===== config.mk =====
export PLATFORM = sky130hd
export DESIGN_NAME = icache_refill_unit_flat
export DESIGN_NICKNAME = d
export VERILOG_FILES = /design/src/rtl/icache_refill_if.sv /design/src/rtl/icache_refill_unit.sv /design/src/flat_wrapper.sv
export SDC_FILE = /design/constraint.sdc
export NUM_CORES = 1
export LEC_CHECK = 0
export BUFFER_PORTS_ARGS = -buffer_cell sky130_fd_sc_hd__buf_2
export CORE_UTILIZATION = 32
export DETAILED_ROUTE_END_ITERATION = 10
export HOLD_SLACK_MARGIN = 0.06
export PLACE_DENSITY = 0.54
export SLEW_MARGIN = 20
export SYNTH_ARGS = -nofsm -noshare
export SYNTH_HDL_FRONTEND = slang
export SYNTH_SLANG_ARGS = --single-unit

===== constraint.sdc =====
create_clock -name clk_i -period 2.72 [get_ports clk_i]
set_input_delay 0.544 -clock clk_i [delete_from_list [all_inputs] [get_ports clk_i]]
set_output_delay 0.544 -clock clk_i [all_outputs]
set_load 0.02 [all_outputs]

===== src/rtl/icache_refill_if.sv =====
// Line-request and word-bus signals of the icache refill engine.
// slave: the refill unit; master: the cache controller plus memory side driving it.
interface icache_refill_if #(
    parameter int LINE_WORDS = 4,
    parameter int WORD_W     = 32,
    parameter int ADDR_W     = 32
);
    localparam int LINE_W = LINE_WORDS * WORD_W;

    logic              req_valid_i;
    logic              req_rw_i;
    logic [ADDR_W-1:0] req_addr_i;
    logic [LINE_W-1:0] req_data_i;
    logic [LINE_W-1:0] resp_data_o;
    logic              resp_ready_o;
    logic              bus_req_o;
    logic              bus_we_o;
    logic [ADDR_W-1:0] bus_addr_o;
    logic [WORD_W-1:0] bus_wdata_o;
    logic              bus_gnt_i;
    logic              bus_rvalid_i;
    logic [WORD_W-1:0] bus_rdata_i;
    logic              busy_o;

    modport slave (
        input  req_valid_i, req_rw_i, req_addr_i, req_data_i,
        input  bus_gnt_i, bus_rvalid_i, bus_rdata_i,
        output resp_data_o, resp_ready_o, bus_req_o, bus_we_o,
        output bus_addr_o, bus_wdata_o, busy_o
    );

    modport master (
        output req_valid_i, req_rw_i, req_addr_i, req_data_i,
        output bus_gnt_i, bus_rvalid_i, bus_rdata_i,
        input  resp_data_o, resp_ready_o, bus_req_o, bus_we_o,
        input  bus_addr_o, bus_wdata_o, busy_o
    );
endinterface


===== src/rtl/icache_refill_unit.sv =====
// Splits one cache-line read/write into four single-beat word transfers.
// Define ICACHE_REFILL_CWF_EN for critical-word-first beat ordering.
module icache_refill_unit #(
    parameter int LINE_WORDS = 4,
    parameter int WORD_W     = 32,
    parameter int ADDR_W     = 32
) (
    input logic            clk_i,
    input logic            rst_ni,
    icache_refill_if.slave rf
);
    typedef enum logic [1:0] {S_IDLE, S_ADDR, S_DATA, S_RESP} state_e;

    state_e                               state_q;
    logic                                 armed_q;
    logic                                 rw_q;
    logic                                 busy_q;
    logic                                 resp_ready_q;
    logic                                 bus_req_q;
    logic                                 bus_we_q;
    logic [1:0]                           cnt_q;
    logic [1:0]                           widx_q;
    logic [ADDR_W-1:0]                    base_q;
    logic [ADDR_W-1:0]                    bus_addr_q;
    logic [WORD_W-1:0]                    bus_wdata_q;
    logic [LINE_WORDS-1:0][WORD_W-1:0]    wline_q;
    logic [LINE_WORDS-1:0][WORD_W-1:0]    rline_q;

    logic [LINE_WORDS-1:0][WORD_W-1:0]    req_line_d;
    logic [ADDR_W-1:0]                    req_base_d;
    logic [1:0]                           start_d;
    logic [1:0]                           nidx_d;
    logic [ADDR_W-1:0]                    naddr_d;
    logic                                 last_d;

    assign req_line_d = rf.req_data_i;
    assign req_base_d = rf.req_addr_i & ~ADDR_W'(15);
`ifdef ICACHE_REFILL_CWF_EN
    assign start_d = rf.req_addr_i[3:2];
`else
    assign start_d = 2'd0;
`endif
    // Offset wraps in 2 bits; the line base is never incremented.
    assign nidx_d  = widx_q + 2'd1;
    assign naddr_d = base_q | ADDR_W'({nidx_d, 2'b00});
    assign last_d  = (cnt_q == 2'd3);

    always_ff @(posedge clk_i or negedge rst_ni) begin
        if (!rst_ni) begin
            state_q      <= S_IDLE;
            armed_q      <= 1'b1;
            rw_q         <= 1'b0;
            busy_q       <= 1'b0;
            resp_ready_q <= 1'b0;
            bus_req_q    <= 1'b0;
            bus_we_q     <= 1'b0;
            cnt_q        <= 2'd0;
            widx_q       <= 2'd0;
            base_q       <= '0;
            bus_addr_q   <= '0;
            bus_wdata_q  <= '0;
            wline_q      <= '0;
            rline_q      <= '0;
        end else begin
            resp_ready_q <= 1'b0;
            case (state_q)
                S_IDLE: begin
                    if (!rf.req_valid_i) armed_q <= 1'b1;
                    if (rf.req_valid_i && armed_q) begin
                        state_q     <= S_ADDR;
                        busy_q      <= 1'b1;
                        bus_req_q   <= 1'b1;
                        rw_q        <= rf.req_rw_i;
                        bus_we_q    <= rf.req_rw_i;
                        base_q      <= req_base_d;
                        wline_q     <= req_line_d;
                        cnt_q       <= 2'd0;
                        widx_q      <= start_d;
                        bus_addr_q  <= req_base_d | ADDR_W'({start_d, 2'b00});
                        bus_wdata_q <= req_line_d[start_d];
                    end
                end
                S_ADDR: begin
                    if (rf.bus_gnt_i) begin
                        if (!rw_q) begin
                            state_q   <= S_DATA;
                            bus_req_q <= 1'b0;
                        end else if (last_d) begin
                            state_q      <= S_RESP;
                            bus_req_q    <= 1'b0;
                            bus_we_q     <= 1'b0;
                            resp_ready_q <= 1'b1;
                            armed_q      <= 1'b0;
                        end else begin
                            cnt_q       <= cnt_q + 2'd1;
                            widx_q      <= nidx_d;
                            bus_addr_q  <= naddr_d;
                            bus_wdata_q <= wline_q[nidx_d];
                        end
                    end
                end
                S_DATA: begin
                    if (rf.bus_rvalid_i) begin
                        rline_q[widx_q] <= rf.bus_rdata_i;
                        if (last_d) begin
                            state_q      <= S_RESP;
                            resp_ready_q <= 1'b1;
                            armed_q      <= 1'b0;
                        end else begin
                            state_q    <= S_ADDR;
                            bus_req_q  <= 1'b1;
                            cnt_q      <= cnt_q + 2'd1;
                            widx_q     <= nidx_d;
                            bus_addr_q <= naddr_d;
                        end
                    end
                end
                S_RESP: begin
                    state_q <= S_IDLE;
                    busy_q  <= 1'b0;
                end
                default: state_q <= S_IDLE;
            endcase
        end
    end

    assign rf.resp_data_o  = rline_q;
    assign rf.resp_ready_o = resp_ready_q;
    assign rf.bus_req_o    = bus_req_q;
    assign rf.bus_we_o     = bus_we_q;
    assign rf.bus_addr_o   = bus_addr_q;
    assign rf.bus_wdata_o  = bus_wdata_q;
    assign rf.busy_o       = busy_q;
endmodule

===== src/flat_wrapper.sv =====
// flat-port wrapper written by rule: the top's interface ports become plain ports
module icache_refill_unit_flat 
#(
    parameter int LINE_WORDS = 4,
    parameter int WORD_W     = 32,
    parameter int ADDR_W     = 32
)
  (clk_i, rst_ni, rf_req_valid_i, rf_req_rw_i, rf_req_addr_i, rf_req_data_i, rf_bus_gnt_i, rf_bus_rvalid_i, rf_bus_rdata_i, rf_resp_data_o, rf_resp_ready_o, rf_bus_req_o, rf_bus_we_o, rf_bus_addr_o, rf_bus_wdata_o, rf_busy_o);
  icache_refill_if #(.LINE_WORDS(LINE_WORDS), .WORD_W(WORD_W), .ADDR_W(ADDR_W)) rf_i ();
  input logic clk_i;
  input logic rst_ni;
  input wire logic [$bits(rf_i.req_valid_i)-1:0] rf_req_valid_i;
  input wire logic [$bits(rf_i.req_rw_i)-1:0] rf_req_rw_i;
  input wire logic [$bits(rf_i.req_addr_i)-1:0] rf_req_addr_i;
  input wire logic [$bits(rf_i.req_data_i)-1:0] rf_req_data_i;
  input wire logic [$bits(rf_i.bus_gnt_i)-1:0] rf_bus_gnt_i;
  input wire logic [$bits(rf_i.bus_rvalid_i)-1:0] rf_bus_rvalid_i;
  input wire logic [$bits(rf_i.bus_rdata_i)-1:0] rf_bus_rdata_i;
  output wire logic [$bits(rf_i.resp_data_o)-1:0] rf_resp_data_o;
  output wire logic [$bits(rf_i.resp_ready_o)-1:0] rf_resp_ready_o;
  output wire logic [$bits(rf_i.bus_req_o)-1:0] rf_bus_req_o;
  output wire logic [$bits(rf_i.bus_we_o)-1:0] rf_bus_we_o;
  output wire logic [$bits(rf_i.bus_addr_o)-1:0] rf_bus_addr_o;
  output wire logic [$bits(rf_i.bus_wdata_o)-1:0] rf_bus_wdata_o;
  output wire logic [$bits(rf_i.busy_o)-1:0] rf_busy_o;
  assign rf_i.req_valid_i = rf_req_valid_i;
  assign rf_i.req_rw_i = rf_req_rw_i;
  assign rf_i.req_addr_i = rf_req_addr_i;
  assign rf_i.req_data_i = rf_req_data_i;
  assign rf_i.bus_gnt_i = rf_bus_gnt_i;
  assign rf_i.bus_rvalid_i = rf_bus_rvalid_i;
  assign rf_i.bus_rdata_i = rf_bus_rdata_i;
  assign rf_resp_data_o = rf_i.resp_data_o;
  assign rf_resp_ready_o = rf_i.resp_ready_o;
  assign rf_bus_req_o = rf_i.bus_req_o;
  assign rf_bus_we_o = rf_i.bus_we_o;
  assign rf_bus_addr_o = rf_i.bus_addr_o;
  assign rf_bus_wdata_o = rf_i.bus_wdata_o;
  assign rf_busy_o = rf_i.busy_o;
  icache_refill_unit #(.LINE_WORDS(LINE_WORDS), .WORD_W(WORD_W), .ADDR_W(ADDR_W)) u_core (.clk_i(clk_i), .rst_ni(rst_ni), .rf(rf_i));
endmodule

-- Yosys cells after proc, flatten, opt, wreduce, memory -nomap -nowiden
Index checks and enable logic that the tools add are counted.
- logic and storage cells: 111
- register bits after elaboration: 360
- input bits: 198
- reductions and logical operators: 15
- eq/ne operators: 13
- bitwise operators: 1
- add/subtract/negate cells: 2
- $lt $le $gt $ge: 3
- muxes and demuxes: 57
- operator list (kind ; number):
    $mux 32 ; 11
    $bwmux 128 ; 1
    $pmux 32 s3 ; 1
    $bmux 32 s2 ; 1
    $demux 32 s2 ; 1
    $pmux 32 s2 ; 1
    $or 32x4->32 ; 1
    $mux 2 ; 15
    $reduce_and 5->1 ; 4
    $mux 1 ; 18
    $pmux 2 s3 ; 2
    $ne 2x2->1 const B ; 5
    $pmux 2 s4 ; 1
    $eq 2x2->1 const B ; 3
    $lt 2x3->1 const B ; 2
    $ne 2x1->1 const B ; 3
    $pmux 1 s2 ; 3
    $pmux 1 s3 ; 2
    $reduce_and 2->1 ; 3
    $reduce_and 6->1 ; 1
    $add 2x1->2 const B ; 2
    $reduce_and 4->1 ; 1
    $reduce_bool 2->1 ; 2
    $ne 3x3->1 const B ; 1
    other kinds (5) ; 6

-- Logic depth before layout (Yosys ltp)
Gate-level depths: netlist of the first run.
- word-level depth: 7
- depth in mapped cells: 8
- gate-level depth less buffers: 6

-- Worst setup path after synthesis of the first run
Ideal clock, no wire load.
- path type: register -> register
- start point: register u_core.widx_q[0]
- end point: register u_core.bus_wdata_q[14], in the netlist u_core.rf.bus_wdata_o[14]
- slack: 544 ps
- arrival: 2046 ps
- data required time: 2590 ps
- period minus slack after synthesis: 2176 ps
- stages on the path, launching flop included: 8
- library setup time: 130 ps
- buffers on the path: 2
- cells stage by stage: dfrtp_1 -> inv_1 -> ha_1 -> buf_2 -> buf_2 -> mux2_2 -> a222oi_1 -> a21oi_1
- word-level cells in the longest chain between the ends: 7
- ends and longest elaborated chain (what ; RTL line ; RTL):
    start: declaration ; icache_refill_unit.sv:22 ; logic [1:0] widx_q;
    start signal: assignment ; icache_refill_unit.sv:78 ; widx_q <= start_d;
    start signal: assignment ; icache_refill_unit.sv:96 ; widx_q <= nidx_d;
    start signal: assignment ; icache_refill_unit.sv:113 ; widx_q <= nidx_d;
    $add 2x1->2 ; icache_refill_unit.sv:44 ; assign nidx_d = widx_q + 2'd1;
    $bmux 32 s2 ; icache_refill_unit.sv:98 ; bus_wdata_q <= wline_q[nidx_d];
    $mux 32 (implied by the code) ; icache_refill_unit.sv:98 ;
    $mux 32 ; icache_refill_unit.sv:88 ; end else if (last_d) begin
    $mux 32 ; icache_refill_unit.sv:85 ; if (!rw_q) begin
    $mux 32 ; icache_refill_unit.sv:84 ; if (rf.bus_gnt_i) begin
    $pmux 32 s2 ; icache_refill_unit.sv:66 ; case (state_q)
    end signal: assignment ; icache_refill_unit.sv:80 ; bus_wdata_q <= req_line_d[start_d];
    end signal: assignment ; icache_refill_unit.sv:98 ;
    end: declaration ; icache_refill_unit.sv:25 ; logic [WORD_W-1:0] bus_wdata_q;
Every way passes these cells. The select of a mux whose other input is x is not followed.
A chain may end at the register's enable or synchronous reset.

-- Final worst setup path of the first run
- start point: register u_core.widx_q[0]
- end point: register u_core.bus_wdata_q[8], in the netlist u_core.rf.bus_wdata_o[8]
The elaborated chain is that of the path after synthesis.

==> metrics.csv, run 1 <==
stage,metric,value,unit
run_status,status,completed,
sta,post-route-period-util,87.3,%
power,powerDensity,1340,nW/um2
setup_path,cp_max_fo,17,
sta,slew_viol_final,0,
floorplan,rows,79,
yosys,ys_seq_area_share,58.9,%
yosys,yosys-mux-area-fraction,19.5,%
power,power,25800,uW
cts,cts-root-buf,clkbuf_16,
finish,nFillCells,4598,
global_routing,track_usage,17.7,%
yosys,yosysWarnings,0,
power,pwr-share-clk,20.9,%
setup_path,path_buf_inv,2,
setup_path,end_kind,flop,
sta,setup_violations,0,
cts,cts_htree_levels,2,
setup_path,critPathMaxStageDelay,0.47,ns
sta,hold_violations,0,
finish,seqCellArea,8910,um2
yosys,yosysMostFrequentCell,nand2_1,
min_path,min_path_type,in -> reg,
finish,syn2layout_area_growth,27.0,%
sta,rsz0062_at_grt,no,
place,portBuffers,387,
yosys,synth_xor_area_share,0,%
setup_path,required,3.15,ns
yosys,synth-simple-area-share,12.7,%
cts,post_cts_buffers,0,
setup_path,timing.rr.end,u_core.rf.bus_wdata_o[8]$_DFFE_PN0P_,
sta,skew,0.0181,ns
yosys,netlist-cell-type-count,37,
global_routing,grt_first_pass_wirelength,66200,um
floorplan,die_y,219,um
detailed_routing,via_count,11242,
setup_path,slowest_stage,dfrtp_1,
min_path,min_from,rf_req_data_i[125],
yosys,syn_area_per_cell,11.4,um2
global_routing,gr-total-overflow,0,
yosys,synth_edf_count,0,
power,switching_share,38.5,%
min_path,min_path_cells,3,
place,dpl.hpwl,28900,um
sta,setup_ws,0.344,ns
yosys,synth_ff_type,dfrtp_1,
flow_run,cap_violations,0,
sta,max_freq,421,MHz
floorplan,ios,394,
yosys,synthTopCellsByArea,"dfrtp_1, mux2_2, nand2_1, mux2_4, a21oi_1",
yosys,synth_commonest_cells,"nand2_1, dfrtp_1, mux2_2",
global_routing,antenna_found_initial,14,
yosys,synth_area_leader_cell,dfrtp_1,
power,power.leakage,0.00995,uW
sta,worst_hold_slack,0.175,ns
power,pwr-share-seq,34.8,%
detailed_routing,vias_per_cell,4.79,
cts,cts_sinks,356,
sta,layout_min_cycle_time,2.38,ns
floorplan,fp.dieW,219,um
finish,fin_util,41.2,%
floorplan,coreArea,46600,um2
place,gp_congestion,0.789,
yosys,synth_top_area_share,58.8,%
setup_path,crit_path_cell_trace,inv_1 > ha_4 > buf_4 > mux2_2 > a222oi_1 > a21oi_1,
yosys,synthAdderAreaFrac,0.993,%
detailed_routing,ant_nets,0,
cts,clock_latency,0.56,ns
setup_path,crit_type,reg -> reg,
detailed_routing,drt_iter0_drc,635,
global_routing,grt_start_max_net_pins,157,
yosys,syn_inst,1326,
setup_path,reg2reg_slack,0.34,ns
cts,ctsLongestPathBuffers,3,
sta,setup_tns,0,ns
detailed_routing,routed_wl,43100,um
setup_path,startpoint,u_core.widx_q[0]$_DFFE_PN0P_,
setup_path,start_kind,flop,
finish,nets,1914,
yosys,synth_compound_area_share,5.05,%
cts,path_clk_slew,0.06,ns
setup_path,r2r_cells,6,
setup_path,r2r-start,u_core.widx_q[0]$_DFFE_PN0P_,
power,ir_drop,757,uV
min_path,holdPathEnd,u_core.wline_q[125]$_DFFE_PN0P_,
cts,cts_tree,yes,
finish,multi_input_area,5880,um2
power,pwr-share-comb,44.3,%
global_routing,grt_pass1_vias,11396,
place,dp_slack,0.310,ns
yosys,synth_top_family_by_area,multiplexers,
power,switchingPower,9930,uW
detailed_routing,wl_per_cell,18.4,um
cts,cts_buffers,40,
detailed_routing,drc,0,
yosys,syn-cell-area,15100,um2
finish,drive_gt1_share,42.5,%
setup_path,crit_arrival,2.81,ns
power,power.internal,15900,uW
floorplan,die_area,48100,um2
floorplan,initial_core_util,32.5,%
setup_path,cp_top_family,buffers and inverters,
detailed_routing,drt-pass1-iter-count,6,
yosys,synth-async-reset-ratio,100,%
sta,worst_pin_slew,0.950,ns
sta,slew_headroom,36.7,%
yosys,ys_ff_latch,356,
-- layout by cell type, fill, tap and decap left out, drive strengths merged, types with 3 or more instances in the layout --
master / synthesis / routed
a21oi: 69 / 69
a222oi: 32 / 32
buf: 45 / 417
bufinv: 0 / 3
clkbuf: 38 / 62
clkinv: 0 / 4
dfrtp: 355 / 355
diode: 0 / 5
ha: 12 / 12
inv: 8 / 11
mux2: 250 / 250
mux2i: 3 / 3
nand2: 481 / 481
nand3: 7 / 7
nor2: 5 / 5
nor2b: 3 / 3
o21ai: 3 / 3
-- timing repair --
action	in CTS	in global routing
hold buffers	1	0
resized for setup	0	0
hold endpoints to repair	53	0
-- area by class of cell --
class | count | share of cell area (%)
Clock buffer | 62 | 6.02
Clock inverter | 10 | 0.710
Sequential cell | 356 | 46.4
Multi-Input combinational cell | 880 | 30.6
Antenna cell | 5 | 0.0652
Inverter | 8 | 0.156
Tap cell | 607 | 3.96
Timing Repair Buffer | 418 | 12.1
-- through the flow --
step	std cells	area, um2
global route	2342	19200
finish	2346	19200
global placement	2268	17900
floorplan	1327	15100
CTS	2341	19200
detailed placement	2268	17900
-- metal layers --
metal	vias up	GRT usage (%)	wire length, um
li1	5243	-	-
met1	5570	23.3	19100
met2	337	28.1	19800
met3	74	5.23	3310
met4	18	5.02	827
met5	-	0	113
-- worst max-delay path by stage --
| stage | cells past startpoint | to |
|---|---|---|
| floorplan | 7 | u_core.rf.bus_wdata_o[14]$_DFFE_PN0P_ |
| global placement | 6 | u_core.rf.bus_wdata_o[8]$_DFFE_PN0P_ |
| detailed placement | 6 | u_core.rf.bus_wdata_o[9]$_DFFE_PN0P_ |
| CTS | 6 | u_core.rf.bus_wdata_o[8]$_DFFE_PN0P_ |
| global route | 6 | u_core.rf.bus_wdata_o[8]$_DFFE_PN0P_ |
| finish | 6 | u_core.rf.bus_wdata_o[8]$_DFFE_PN0P_ |
-- flip-flops by register name, summed over array words and instances, names as in the netlist, 2 cells and up --
signal / count
u_core.rf.bus_wdata_o: 32
u_core.cnt_q: 2
u_core.state_q: 2
u_core.rf.resp_data_o: 128
u_core.base_q: 28
u_core.wline_q: 128
u_core.rf.bus_addr_o: 29
-- power by group through the flow --
stage / clock (uW) / combinational, uW / sequential [uW]
final: 5390 / 11400 / 8980
after global placement: 0 / 11400 / 8970
after global routing: 5810 / 12500 / 9270
after detailed placement: 0 / 11600 / 9030
after CTS: 5570 / 11600 / 8980
after floorplan: 0 / 6420 / 10300
-- worst min-delay path: stages --
cell,delay [ns]
buf_2,0.07
nand2_1,0.04
nand2_1,0.05
-- cells by family (layout without fill, tap and decap cells) --
family / after synthesis / in the layout
AND/OR/NAND/NOR: 501 / 501
flip-flops: 356 / 356
AO/OA/AOI/OAI: 112 / 112
adder cells (fa/ha/maj): 12 / 12
other: 1 / 7
multiplexers: 253 / 253
buffers and inverters: 91 / 498
No activity file was read; power rests on OpenSTA's default activity.
==> run 2, diff against run 1 <==
- CORE_MARGIN: not set -> 3
==> run 2 against run 1 <==
Net effect:
- flip-flop and latch count unchanged
- combinational power about the same
- global-route usage decreased by 0.15 points
- total power increased by 0.13%
- sequential share of layout area decreased by 0.063 points
- clock-buffer cell count decreased by 3
- clock skew decreased by 0.0062 ns
- die area increased by 3.7%
- wire length increased by 3.8%
- register-to-register slack got worse by 0.04 ns
- clock power about the same
==> metrics.csv, run 2 (synthesis results as in run 1) <==
stage,metric,value,unit
run_status,status,completed,
detailed_routing,wl_per_cell,19.1,um
floorplan,initial_core_util,32.4,%
setup_path,crit_arrival,2.83,ns
setup_path,r2r-start,u_core.widx_q[0]$_DFFE_PN0P_,
sta,worst_hold_slack,0.185,ns
setup_path,cp_max_fo,17,
finish,nFillCells,4551,
cts,ctsLongestPathBuffers,3,
floorplan,fp.dieW,223,um
detailed_routing,routed_wl,44800,um
sta,setup_ws,0.307,ns
power,power.leakage,0.00996,uW
cts,cts_sinks,356,
floorplan,die_area,49900,um2
floorplan,ios,394,
power,ir_drop,530,uV
finish,drive_gt1_share,42.9,%
flow_run,cap_violations,0,
cts,post_cts_buffers,0,
finish,layout_commonest_cell,nand2_1,
place,portBuffers,387,
floorplan,rows,79,
setup_path,end_kind,flop,
detailed_routing,via_count,11381,
global_routing,grt_pass1_vias,11806,
detailed_routing,drt_iter0_drc,680,
detailed_routing,drt-pass1-iter-count,9,
sta,slew_headroom,43.8,%
detailed_routing,ant_nets,0,
power,switchingPower,10000,uW
setup_path,slowest_stage,ha_4,
setup_path,path_buf_inv,2,
sta,skew,0.0119,ns
min_path,min_path_type,in -> reg,
setup_path,cp_top_family,adder cells,
finish,nets,1916,
detailed_routing,vias_per_cell,4.84,
sta,max_freq,414,MHz
place,dp_slack,0.288,ns
sta,slew_viol_final,0,
floorplan,coreArea,46700,um2
cts,cts-root-buf,clkbuf_16,
place,gp_congestion,0.766,
power,power.internal,15800,uW
cts,cts_tree,yes,
setup_path,r2r_cells,6,
floorplan,die_y,223,um
setup_path,timing.rr.end,u_core.rf.bus_wdata_o[2]$_DFFE_PN0P_,
finish,final_cell_mix,"nand2_1, buf_2, dfrtp_1",
setup_path,reg2reg_slack,0.31,ns
setup_path,crit_path_cell_trace,inv_1 > ha_4 > buf_4 > mux2_2 > a222oi_1 > a21oi_1,
global_routing,grt_start_max_net_pins,157,
setup_path,critPathMaxStageDelay,0.51,ns
setup_path,crit_type,reg -> reg,
sta,rsz0062_at_grt,no,
min_path,min_from,rf_req_data_i[114],
cts,cts_htree_levels,2,
cts,cts_buffers,40,
cts,cts_resized,0,
power,powerDensity,1340,nW/um2
sta,setup_violations,0,
finish,seqCellArea,8910,um2
setup_path,start_kind,flop,
power,switching_share,38.8,%
power,pwr-share-seq,34.8,%
cts,clock_latency,0.55,ns
sta,layout_min_cycle_time,2.41,ns
sta,hold_violations,0,
global_routing,grt_first_pass_wirelength,68900,um
global_routing,track_usage,17.6,%
finish,multi_input_area,5880,um2
power,pwr-share-clk,20.8,%
place,dpl.hpwl,30100,um
detailed_routing,drc,0,
setup_path,required,3.14,ns
sta,post-route-period-util,88.7,%
min_path,min_path_cells,3,
cts,path_clk_slew,0.06,ns
sta,worst_pin_slew,0.842,ns
global_routing,gr-total-overflow,0,
sta,setup_tns,0,ns
global_routing,antenna_found_initial,18,
power,pwr-share-comb,44.4,%
min_path,holdPathEnd,u_core.wline_q[114]$_DFFE_PN0P_,
finish,syn2layout_area_growth,27.2,%
-- run 2: cell count changes in the layout (fill, tap and decap cells not counted), sizes merged --
cell	previous run	this run
inv	11	10
diode	5	8
clkbuf	62	59
buf	417	419
clkinvlp	0	3
bufinv	3	2
clkinv	4	5
-- run 2: cell type report --
cell class	instances	area share (%)
Multi-Input combinational cell	880	30.6
Clock buffer	59	6.10
Clock inverter	12	0.651
Timing Repair Buffer	420	12.1
Antenna cell	8	0.104
Sequential cell	356	46.3
Tap cell	607	3.95
Inverter	8	0.156
-- run 2: worst register-to-register path: stages, from the launching register on --
cell and delay [ns]:
dfrtp_1 0.46, inv_1 0.20, ha_4 0.51, buf_4 0.30
mux2_2 0.36, a222oi_1 0.35, a21oi_1 0.12
-- run 2: routing by layer --
| layer | vias to the layer above | share of wire (%) | GRT usage [%] |
|---|---|---|---|
| met3 | 68 | 8.9 | 6.07 |
| li1 | 5242 | - | - |
| met4 | 20 | 1.6 | 4.09 |
| met1 | 5661 | 43 | 22.8 |
| met5 | - | 0.24 | 0 |
| met2 | 390 | 46 | 28.4 |
-- run 2: worst max path at each step --
| stage | startpoint | to | slack, ns | depth (start not counted) |
|---|---|---|---|---|
| floorplan | u_core.widx_q[0]$_DFFE_PN0P_ | u_core.rf.bus_wdata_o[14]$_DFFE_PN0P_ | 0.54 | 7 |
| global placement | u_core.widx_q[0]$_DFFE_PN0P_ | u_core.rf.bus_wdata_o[17]$_DFFE_PN0P_ | 0.34 | 6 |
| detailed placement | u_core.widx_q[0]$_DFFE_PN0P_ | u_core.rf.bus_wdata_o[5]$_DFFE_PN0P_ | 0.29 | 6 |
| CTS | u_core.widx_q[0]$_DFFE_PN0P_ | u_core.rf.bus_wdata_o[17]$_DFFE_PN0P_ | 0.28 | 6 |
| global route | u_core.widx_q[0]$_DFFE_PN0P_ | u_core.rf.bus_wdata_o[15]$_DFFE_PN0P_ | 0.15 | 6 |
| finish | u_core.widx_q[0]$_DFFE_PN0P_ | u_core.rf.bus_wdata_o[2]$_DFFE_PN0P_ | 0.31 | 6 |
-- run 2: timing repair --
action / 4_1_cts / 5_1_grt
endpoints found under the setup margin: 0 / 0
hold buffers: 1 / 0
hold endpoints to repair: 56 / 0
-- run 2: power by group through the flow --
stage / sequential, uW / combinational (uW) / clock [uW]
final: 8990 / 11500 / 5370
after global routing: 9280 / 12500 / 5770
after CTS: 8990 / 11600 / 5540
after detailed placement: 9060 / 11600 / 0
after global placement: 8990 / 11400 / 0
after floorplan: 10300 / 6420 / 0
-- run 2: per-stage QoR --
stage,cell area (um2),utilization (%),total power (uW),std cells
finish,19200,41.2,25800,2350
detailed placement,17900,38.3,20600,2269
global placement,17900,38.3,20400,2269
CTS,19200,41.1,26100,2341
global route,19200,41.2,27500,2346
floorplan,15100,-,16700,1327
